==> src/rtl/conv_encoder_param_if.sv <==
// Handshake, config and status bundle for conv_encoder_param.
// master = bit source / sink side (testbench or host), slave = encoder.
interface conv_encoder_param_if #(
  parameter int MAX_K  = 9,
  parameter int MAX_N  = 3,
  parameter int FLEN_W = 12
) ();
  logic                   i_start;
  logic [1:0]             i_code_rate;
  logic [3:0]             i_constr_len;
  logic [MAX_N*MAX_K-1:0] i_gen_poly;
  logic                   i_term_mode;
  logic [FLEN_W-1:0]      i_frame_len;
  logic                   i_valid;
  logic                   i_bit;
  logic                   o_ready;
  logic                   o_valid;
  logic [MAX_N-1:0]       o_data;
  logic                   i_ready;
  logic                   o_last;
  logic                   o_busy;
  logic                   o_cfg_err;

  modport slave (
    input  i_start, i_code_rate, i_constr_len, i_gen_poly, i_term_mode, i_frame_len,
    input  i_valid, i_bit, i_ready,
    output o_ready, o_valid, o_data, o_last, o_busy, o_cfg_err
  );

  modport master (
    output i_start, i_code_rate, i_constr_len, i_gen_poly, i_term_mode, i_frame_len,
    output i_valid, i_bit, i_ready,
    input  o_ready, o_valid, o_data, o_last, o_busy, o_cfg_err
  );
endinterface

==> src/rtl/conv_encoder_param.sv <==
// Runtime-configurable feedforward convolutional encoder (K=3..MAX_K, rate 1/2 or 1/3)
// with frame-length control, optional zero-tail flush and a one-entry output register.
module conv_encoder_param #(
  parameter int MAX_K  = 9,
  parameter int MAX_N  = 3,
  parameter int FLEN_W = 12
) (
  input logic                  clk,
  input logic                  rst,
  conv_encoder_param_if.slave  bus
);

  typedef enum logic [1:0] {S_IDLE, S_RUN, S_TAIL, S_DRAIN} state_t;

  state_t                 state_q;
  logic [MAX_K-2:0]       sr_q;
  logic [3:0]             k_q;
  logic [1:0]             rate_q;
  logic [MAX_N*MAX_K-1:0] poly_q;
  logic                   term_q;
  logic [FLEN_W-1:0]      flen_q;
  logic [FLEN_W-1:0]      info_cnt_q;
  logic [3:0]             tail_cnt_q;
  logic                   o_valid_q;
  logic                   o_last_q;
  logic [MAX_N-1:0]       o_data_q;
  logic                   cfg_err_q;

  logic                   slot_free;
  logic                   accept;
  logic                   tail_go;
  logic                   load;
  logic                   in_bit;
  logic                   start_go;
  logic                   cfg_ok;
  logic                   info_done;
  logic                   tail_done;
  logic                   last_d;
  logic [MAX_K-1:0]       win;
  logic [MAX_K-1:0]       kmask;
  logic [MAX_N-1:0]       o_data_d;

  // Handshake qualifiers: a new word may enter when the output slot is empty or being drained.
  assign slot_free = !o_valid_q | bus.i_ready;
  assign accept    = (state_q == S_RUN) & slot_free & bus.i_valid;
  assign tail_go   = (state_q == S_TAIL) & slot_free;
  assign load      = accept | tail_go;
  // Tail cycles push a zero through the same datapath as an info bit.
  assign in_bit    = accept & bus.i_bit;
  assign win       = {sr_q, in_bit};
  assign start_go  = (state_q == S_IDLE) & bus.i_start;
  assign info_done = (info_cnt_q == flen_q - FLEN_W'(1));
  assign tail_done = (tail_cnt_q == k_q - 4'd2);
  assign last_d    = accept ? (info_done & !term_q) : tail_done;

  // Config legality at i_start: rate 2/3 within MAX_N, K in 3..MAX_K, non-empty frame.
  assign cfg_ok = ((bus.i_code_rate == 2'd2) | (bus.i_code_rate == 2'd3))
                & (32'(bus.i_code_rate) <= MAX_N)
                & (bus.i_constr_len >= 4'd3)
                & (32'(bus.i_constr_len) <= MAX_K)
                & (bus.i_frame_len != '0);

  // Code word for the current window; taps at delays >= K and polys >= rate contribute nothing.
  always_comb begin
    kmask    = '0;
    o_data_d = '0;
    for (int m = 0; m < MAX_K; m++) kmask[m] = (m < 32'(k_q));
    for (int j = 0; j < MAX_N; j++)
      if (j < 32'(rate_q)) o_data_d[j] = ^(win & kmask & poly_q[j*MAX_K +: MAX_K]);
  end

  // Control FSM plus output register, shift register and frame counters.
  always_ff @(posedge clk or negedge rst) begin
    if (!rst) begin
      state_q    <= S_IDLE;
      sr_q       <= '0;
      k_q        <= '0;
      rate_q     <= '0;
      poly_q     <= '0;
      term_q     <= 1'b0;
      flen_q     <= '0;
      info_cnt_q <= '0;
      tail_cnt_q <= '0;
      o_valid_q  <= 1'b0;
      o_last_q   <= 1'b0;
      o_data_q   <= '0;
      cfg_err_q  <= 1'b0;
    end else begin
      cfg_err_q <= start_go & !cfg_ok;

      if (load) begin
        o_valid_q <= 1'b1;
        o_data_q  <= o_data_d;
        o_last_q  <= last_d;
        sr_q      <= {sr_q[MAX_K-3:0], in_bit};
      end else if (bus.i_ready) begin
        o_valid_q <= 1'b0;
        o_last_q  <= 1'b0;
      end

      case (state_q)
        S_IDLE: begin
          if (start_go && cfg_ok) begin
            k_q        <= bus.i_constr_len;
            rate_q     <= bus.i_code_rate;
            poly_q     <= bus.i_gen_poly;
            term_q     <= bus.i_term_mode;
            flen_q     <= bus.i_frame_len;
            info_cnt_q <= '0;
            tail_cnt_q <= '0;
            sr_q       <= '0;
            state_q    <= S_RUN;
          end
        end
        S_RUN: begin
          if (accept) begin
            info_cnt_q <= info_cnt_q + FLEN_W'(1);
            if (info_done) state_q <= term_q ? S_TAIL : S_DRAIN;
          end
        end
        S_TAIL: begin
          if (tail_go) begin
            if (tail_done) state_q <= S_DRAIN;
            else           tail_cnt_q <= tail_cnt_q + 4'd1;
          end
        end
        S_DRAIN: begin
          if (o_valid_q && bus.i_ready && o_last_q) state_q <= S_IDLE;
        end
        default: state_q <= S_IDLE;
      endcase
    end
  end

  assign bus.o_ready   = (state_q == S_RUN) & slot_free;
  assign bus.o_valid   = o_valid_q;
  assign bus.o_data    = o_data_q;
  assign bus.o_last    = o_last_q;
  assign bus.o_busy    = (state_q != S_IDLE);
  assign bus.o_cfg_err = cfg_err_q;

endmodule

==> src/flat_wrapper.sv <==
// flat-port wrapper written by rule: the top's interface ports become plain ports
module conv_encoder_param_flat 
#(
  parameter int MAX_K  = 9,
  parameter int MAX_N  = 3,
  parameter int FLEN_W = 12
)
  (clk, rst, bus_i_start, bus_i_code_rate, bus_i_constr_len, bus_i_gen_poly, bus_i_term_mode, bus_i_frame_len, bus_i_valid, bus_i_bit, bus_i_ready, bus_o_ready, bus_o_valid, bus_o_data, bus_o_last, bus_o_busy, bus_o_cfg_err);
  conv_encoder_param_if #(.MAX_K(MAX_K), .MAX_N(MAX_N), .FLEN_W(FLEN_W)) bus_i ();
  input logic clk;
  input logic rst;
  input wire logic [$bits(bus_i.i_start)-1:0] bus_i_start;
  input wire logic [$bits(bus_i.i_code_rate)-1:0] bus_i_code_rate;
  input wire logic [$bits(bus_i.i_constr_len)-1:0] bus_i_constr_len;
  input wire logic [$bits(bus_i.i_gen_poly)-1:0] bus_i_gen_poly;
  input wire logic [$bits(bus_i.i_term_mode)-1:0] bus_i_term_mode;
  input wire logic [$bits(bus_i.i_frame_len)-1:0] bus_i_frame_len;
  input wire logic [$bits(bus_i.i_valid)-1:0] bus_i_valid;
  input wire logic [$bits(bus_i.i_bit)-1:0] bus_i_bit;
  input wire logic [$bits(bus_i.i_ready)-1:0] bus_i_ready;
  output wire logic [$bits(bus_i.o_ready)-1:0] bus_o_ready;
  output wire logic [$bits(bus_i.o_valid)-1:0] bus_o_valid;
  output wire logic [$bits(bus_i.o_data)-1:0] bus_o_data;
  output wire logic [$bits(bus_i.o_last)-1:0] bus_o_last;
  output wire logic [$bits(bus_i.o_busy)-1:0] bus_o_busy;
  output wire logic [$bits(bus_i.o_cfg_err)-1:0] bus_o_cfg_err;
  assign bus_i.i_start = bus_i_start;
  assign bus_i.i_code_rate = bus_i_code_rate;
  assign bus_i.i_constr_len = bus_i_constr_len;
  assign bus_i.i_gen_poly = bus_i_gen_poly;
  assign bus_i.i_term_mode = bus_i_term_mode;
  assign bus_i.i_frame_len = bus_i_frame_len;
  assign bus_i.i_valid = bus_i_valid;
  assign bus_i.i_bit = bus_i_bit;
  assign bus_i.i_ready = bus_i_ready;
  assign bus_o_ready = bus_i.o_ready;
  assign bus_o_valid = bus_i.o_valid;
  assign bus_o_data = bus_i.o_data;
  assign bus_o_last = bus_i.o_last;
  assign bus_o_busy = bus_i.o_busy;
  assign bus_o_cfg_err = bus_i.o_cfg_err;
  conv_encoder_param #(.MAX_K(MAX_K), .MAX_N(MAX_N), .FLEN_W(FLEN_W)) u_core (.clk(clk), .rst(rst), .bus(bus_i));
endmodule
==> config.mk <==
export PLATFORM = sky130hd
export DESIGN_NAME = conv_encoder_param_flat
export DESIGN_NICKNAME = d
export VERILOG_FILES = /design/src/rtl/conv_encoder_param_if.sv /design/src/rtl/conv_encoder_param.sv /design/src/flat_wrapper.sv
export SDC_FILE = /design/constraint.sdc
export NUM_CORES = 1
export LEC_CHECK = 0
export BUFFER_PORTS_ARGS = -buffer_cell sky130_fd_sc_hd__buf_2
export CAP_MARGIN = 20
export CORE_AREA = 4 4 90 92
export CTS_BUF_LIST = sky130_fd_sc_hd__clkbuf_4 sky130_fd_sc_hd__clkbuf_8
export DETAILED_ROUTE_END_ITERATION = 8
export DIE_AREA = 0 0 94 96
export PLACE_DENSITY = 0.8
export SLEW_MARGIN = 30
export SYNTH_ARGS = -nofsm -noshare
export SYNTH_HDL_FRONTEND = slang
export SYNTH_SLANG_ARGS = --single-unit
==> constraint.sdc <==
create_clock -name clk -period 3.26 [get_ports clk]
set_clock_uncertainty 0.1 [all_clocks]
set_input_delay 0.978 -clock clk [delete_from_list [all_inputs] [get_ports clk]]
set_output_delay 0.978 -clock clk [all_outputs]
set_load 0.005 [all_outputs]
# Word level (Yosys, flattened, before mapping)
# Index checks and enable logic that the tools add are counted.
# totals
regBits	78
input_bits	52
output_inout_bits	8
word_cells	106
# classes
n_addsub	4
n_lt_le_gt_ge	14
n_eq_ne	14
n_mux	25
bitwise_logic	17
n_reduce_logical	19
# ops
cell	count
9-bit bitwise AND	4
9-bit XOR reduction	3
12-bit two-way mux	2
8-bit two-way mux	3
12-bit case mux with 2 select lines	1
3-bit by 4-bit less-than comparator with 1-bit output (first input constant)	4
12-bit by 1-bit adder with 12-bit output (second input constant)	1
12-bit == test	1
2-bit two-way mux	6
4-bit two-way mux	3
12-bit nonzero test	1
12-bit by 1-bit subtractor with 12-bit output (second input constant)	1
1-bit bitwise AND	10
2-bit by 1-bit inequality test with 1-bit output (second input constant)	5
2-bit == test (second input constant)	4
1-bit by 4-bit less-than comparator with 1-bit output (first input constant)	2
2-bit by 4-bit less-than comparator with 1-bit output (first input constant)	2
1-bit two-way mux	8
2-bit case mux with 4 select lines	1
4-bit case mux with 2 select lines	1
2-bit nonzero test	4
6-bit AND reduction	1
4-bit by 1-bit adder with 4-bit output (second input constant)	1
4-bit == test	1
15 further kinds	23

# Longest topological paths before layout
# logic_depth
word_depth	9
depth_mapped	10
ltp_nobuf	9

# Worst setup path after synthesis
# Ideal clock, no wire load.
# synth_path
path_type	input-to-reg
from	input bus_i_constr_len[2]
to	register u_core.flen_q[10]
setup_time_ns	0.125
arrival_time_ns	2.481
required_ns	3.035
slack_ns	0.555
stages	7
n_path_buf	2
cell_sequence	nand2b_1 -> o22ai_1 -> and3_1 -> nor2b_1 -> clkbuf_1 -> clkbuf_1 -> mux2_2
# synth_via
elab_chain_cells	6
word_cells_on_any_way	7
cone_classes	order compare: 2; bitwise: 3; reduce/logical: 2
# synth_lines
item	line	rtl
start: declaration	flat_wrapper.sv:14	input wire logic [$bits(bus_i.i_constr_len)-1:0] bus_i_constr_len;
4-bit by 2-bit greater-or-equal comparator with 1-bit output	conv_encoder_param.sv:59	& (bus.i_constr_len >= 4'd3)
1-bit bitwise AND	conv_encoder_param.sv:59	
1-bit bitwise AND *	conv_encoder_param.sv:60	& (32'(bus.i_constr_len) <= MAX_K)
1-bit bitwise AND *	conv_encoder_param.sv:61	& (bus.i_frame_len != '0);
1-bit logical AND *	conv_encoder_param.sv:103	if (start_go && cfg_ok) begin
2-bit AND reduction (no source line) *	-	
end signal: assignment	conv_encoder_param.sv:108	flen_q <= bus.i_frame_len;
end: declaration	conv_encoder_param.sv:21	logic [FLEN_W-1:0] flen_q;
# Mark *: on every way between the ends. The rest lies on a longest branch, timed or not.
# A chain may end at the register's enable or synchronous reset.

# Worst setup path in the final report
# Same ends and word-level chain as after synthesis.

==> metrics.txt <==
worst slew pin tran=0.891 ns; clock power share=17.9%; first-pass GRT wire length=between 15000 and 20000 microns; routability cong.=0.832; CTS tree=built; post-route setup slack=between 0.3 and 0.4 ns; worst rel slew slack=40.5%; Die Wd=roughly 94 microns; gr ovfl total=0; NetSw=approximately 1600 uW; syn_nets=490; Final nets=550; RR Startpoint=u_core.flen_q[0]$_DFFE_PN0P_; core box area=between 0.007 and 0.008 sq mm; Post CTS Setup Buffer Count=0; combinational share of power=between 30% and 40%; Final setup viols=0; proportion of layout cells with a drive suffix above 1=27.6%; Syn Area/Cell=10.1 sq um; leak pwr=0.00221 uW; DRT Pass-1 Iters=4; Synth Warn #=0; P_int=2520 uW; flops & latches, synth=78; Tmin final=approximately 2.9 ns; placed inst area=between 0.004 and 0.005 sq mm; most common cell after layout, fill and taps aside=dfrtp_1; DRC Markers=0; Mapped Cells=roughly 430; H-tree levels=3; # fillers=553; CTS Buffer Depth=2; Worst-Skew Late Latency=0.37 ns; Die H=96 microns; CP Launch Type=primary input; Synth Cell Area=0.00431 sq mm; reg-to-reg setup timing slack=0.41 ns; Net Sw Frac=between 30 and 40%; CTS sink cnt=78; fmax=348 MHz; hold crit path type=register to register; I/O pin cnt=60; WL/cell=15.8 microns; maximum VDD drop=0.000355 V; library cells used by synthesis=54; unrepaired setup endpoints after global routing=false; Final Util=68.5%; Final Cell Area=0.00494 sq mm; via count=3352; CP startpoint=bus_i_constr_len[2]; gr usage total=22.7%; Worst R2R Path Depth=9; most frequent cells in the layout=dfrtp_1, buf_2, nand2_1, mux2_2, nor2_1; dominant synthesized flop cell=dfrtp_1; largest cells by area after synthesis=dfrtp_1, mux2_2, xor2_1; total CTS buffers=9; sequential-to-total area share from yosys stat=45.3%; max cap viols=0; asr flop ratio synth=100%; post-route ant nets=0; WP data arrival=approximately 3.0 ns; critical register-to-register path endpoint=u_core.state_q[1]$_DFFE_PN0P_; area delta synth->final=14.7%; # diodes=0; area leader, netlist=dfrtp_1; post-DP HPWL=6960 microns; Detailed Route WL=9350 microns; CTS Hold Bufs=0; number of DRC markers in iteration 0=187; Critical Path End=u_core.flen_q[10]$_DFFE_PN0P_; period utilization=88.0%; Root Driver=clkbuf_8; Port Buf Inserts=59; Initial Utilization=59.8%; initial antenna violation count=0; Final TNS setup=0 ns; Power Density=around 840 mW/mm^2; Resized Gates After CTS=0; Hold Vio Cnt, Final=0; die area=0.00902 sq mm; pre-CTS setup slack=0.0137 ns; Final Max Slew Viols=0; sequential power share=between 40 and 50%; number of synthesized flops with an enable pin=0; Crit Path Max Fanout=33; Worst-path clk slew=0.08 ns; Vias/cell=about 5.7; Synth top area share=45.3%; outcome=complete, no violations; critical path class=primary input to register; largest net degree at the start of global routing=44; worst endpoint required time=3.41 ns; vias in the first global route=3344; crit path capture type=register; Rows=31
per-layer routing:
layer / track usage [%] / vias to the layer above / routed length, microns
li1: - / 1617 / -
met1: 30.8 / 1632 / 4280
met2: 35.5 / 92 / 4330
met3: 6.02 / 11 / 614
met4: 7.94 / 0 / 121
met5: 0 / - / 0
registers in the layout, summed over array words and instances (netlist names), 3 cells and up:
| name | count |
|---|---|
| u_core.poly_q | 27 |
| u_core.info_cnt_q | 12 |
| u_core.k_q | 4 |
| u_core.bus.o_data | 3 |
| u_core.flen_q | 12 |
| u_core.tail_cnt_q | 4 |
| u_core.sr_q | 8 |
logic make-up (layout without fill, tap and decap cells):
group	after synthesis	count (layout)	share of synthesized area (%)
flops	78	78	45.3
buf+inv	29	93	2.58
mux	41	41	10.7
xor+xnor	51	51	10.7
fa+ha+maj	10	10	2.90
simple gates	156	156	18.0
compound gates	63	63	9.90
critical path: stages:
cell	delay (ns)
buf_2	0.11
nand2b_1	0.13
o22ai_1	0.18
and3_1	0.22
nor2b_4	0.75
buf_12	0.27
mux2_2	0.36
stage by stage:
step,cells,hold slack [ns],power (uW)
after floorplan,428,0.347,2920
final,591,0.382,4130
after global routing,591,0.410,4450
after global placement,576,0.360,3310
after detailed placement,576,0.369,3390
after CTS,591,0.387,4140
synthesized netlist by cell type, drive strengths merged (2+ instances only):
| library cell | number |
|---|---|
| dfrtp | 78 |
| nand2 | 57 |
| mux2 | 41 |
| nor2 | 30 |
| xor2 | 26 |
| xnor2 | 24 |
| nand3 | 21 |
| a21oi | 18 |
| clkbuf | 15 |
| inv | 13 |
| o21ai | 12 |
| ha | 10 |
| nand4 | 8 |
| or2 | 6 |
| and3 | 5 |
| nor4 | 5 |
| a41oi | 4 |
| and2 | 4 |
| nand2b | 4 |
| nor3b | 4 |
| o211ai | 4 |
| nor3 | 3 |
| o22ai | 3 |
| o31ai | 3 |
| a21boi | 2 |
| a21o | 2 |
| a22oi | 2 |
| a32oi | 2 |
| nor4b | 2 |
| o311a | 2 |
| or3 | 2 |
area by class of cell:
| class | count | area (sq um) | area share [%] |
|---|---|---|---|
| Timing Repair Buffer | 65 | 368 | 7.44 |
| Inverter | 13 | 48.8 | 0.987 |
| Sequential cell | 78 | 1950 | 39.5 |
| Tap cell | 99 | 124 | 2.51 |
| Multi-Input combinational cell | 321 | 2260 | 45.6 |
| Clock buffer | 10 | 138 | 2.78 |
| Clock inverter | 5 | 58.8 | 1.19 |
power by group through the flow:
| stage | logic (uW) | registers [uW] | clock network [uW] |
|---|---|---|---|
| finish | 1610 | 1790 | 737 |
| detailed placement | 1600 | 1790 | 0 |
| floorplan | 1300 | 1620 | 0 |
| CTS | 1610 | 1780 | 753 |
| global placement | 1540 | 1770 | 0 |
| global route | 1810 | 1850 | 798 |
worst min path at each step:
stage,from,endpoint,slack [ns],cells after the start
6_report,u_core.bus.o_data[2]$_DFFE_PN0N_,u_core.bus.o_data[2]$_DFFE_PN0N_,0.38,2
5_1_grt,u_core.bus.o_data[1]$_DFFE_PN0N_,u_core.bus.o_data[1]$_DFFE_PN0N_,0.41,2
4_1_cts,u_core.bus.o_data[2]$_DFFE_PN0N_,u_core.bus.o_data[2]$_DFFE_PN0N_,0.39,2
3_5_place_dp,u_core.bus.o_data[1]$_DFFE_PN0N_,u_core.bus.o_data[1]$_DFFE_PN0N_,0.37,2
3_3_place_gp,u_core.bus.o_data[2]$_DFFE_PN0N_,u_core.bus.o_data[2]$_DFFE_PN0N_,0.36,2
2_1_floorplan,u_core.term_q$_DFFE_PN0P_,u_core.bus.o_last$_DFFE_PN0P_,0.35,1
(Power assumes the default switching activity.)
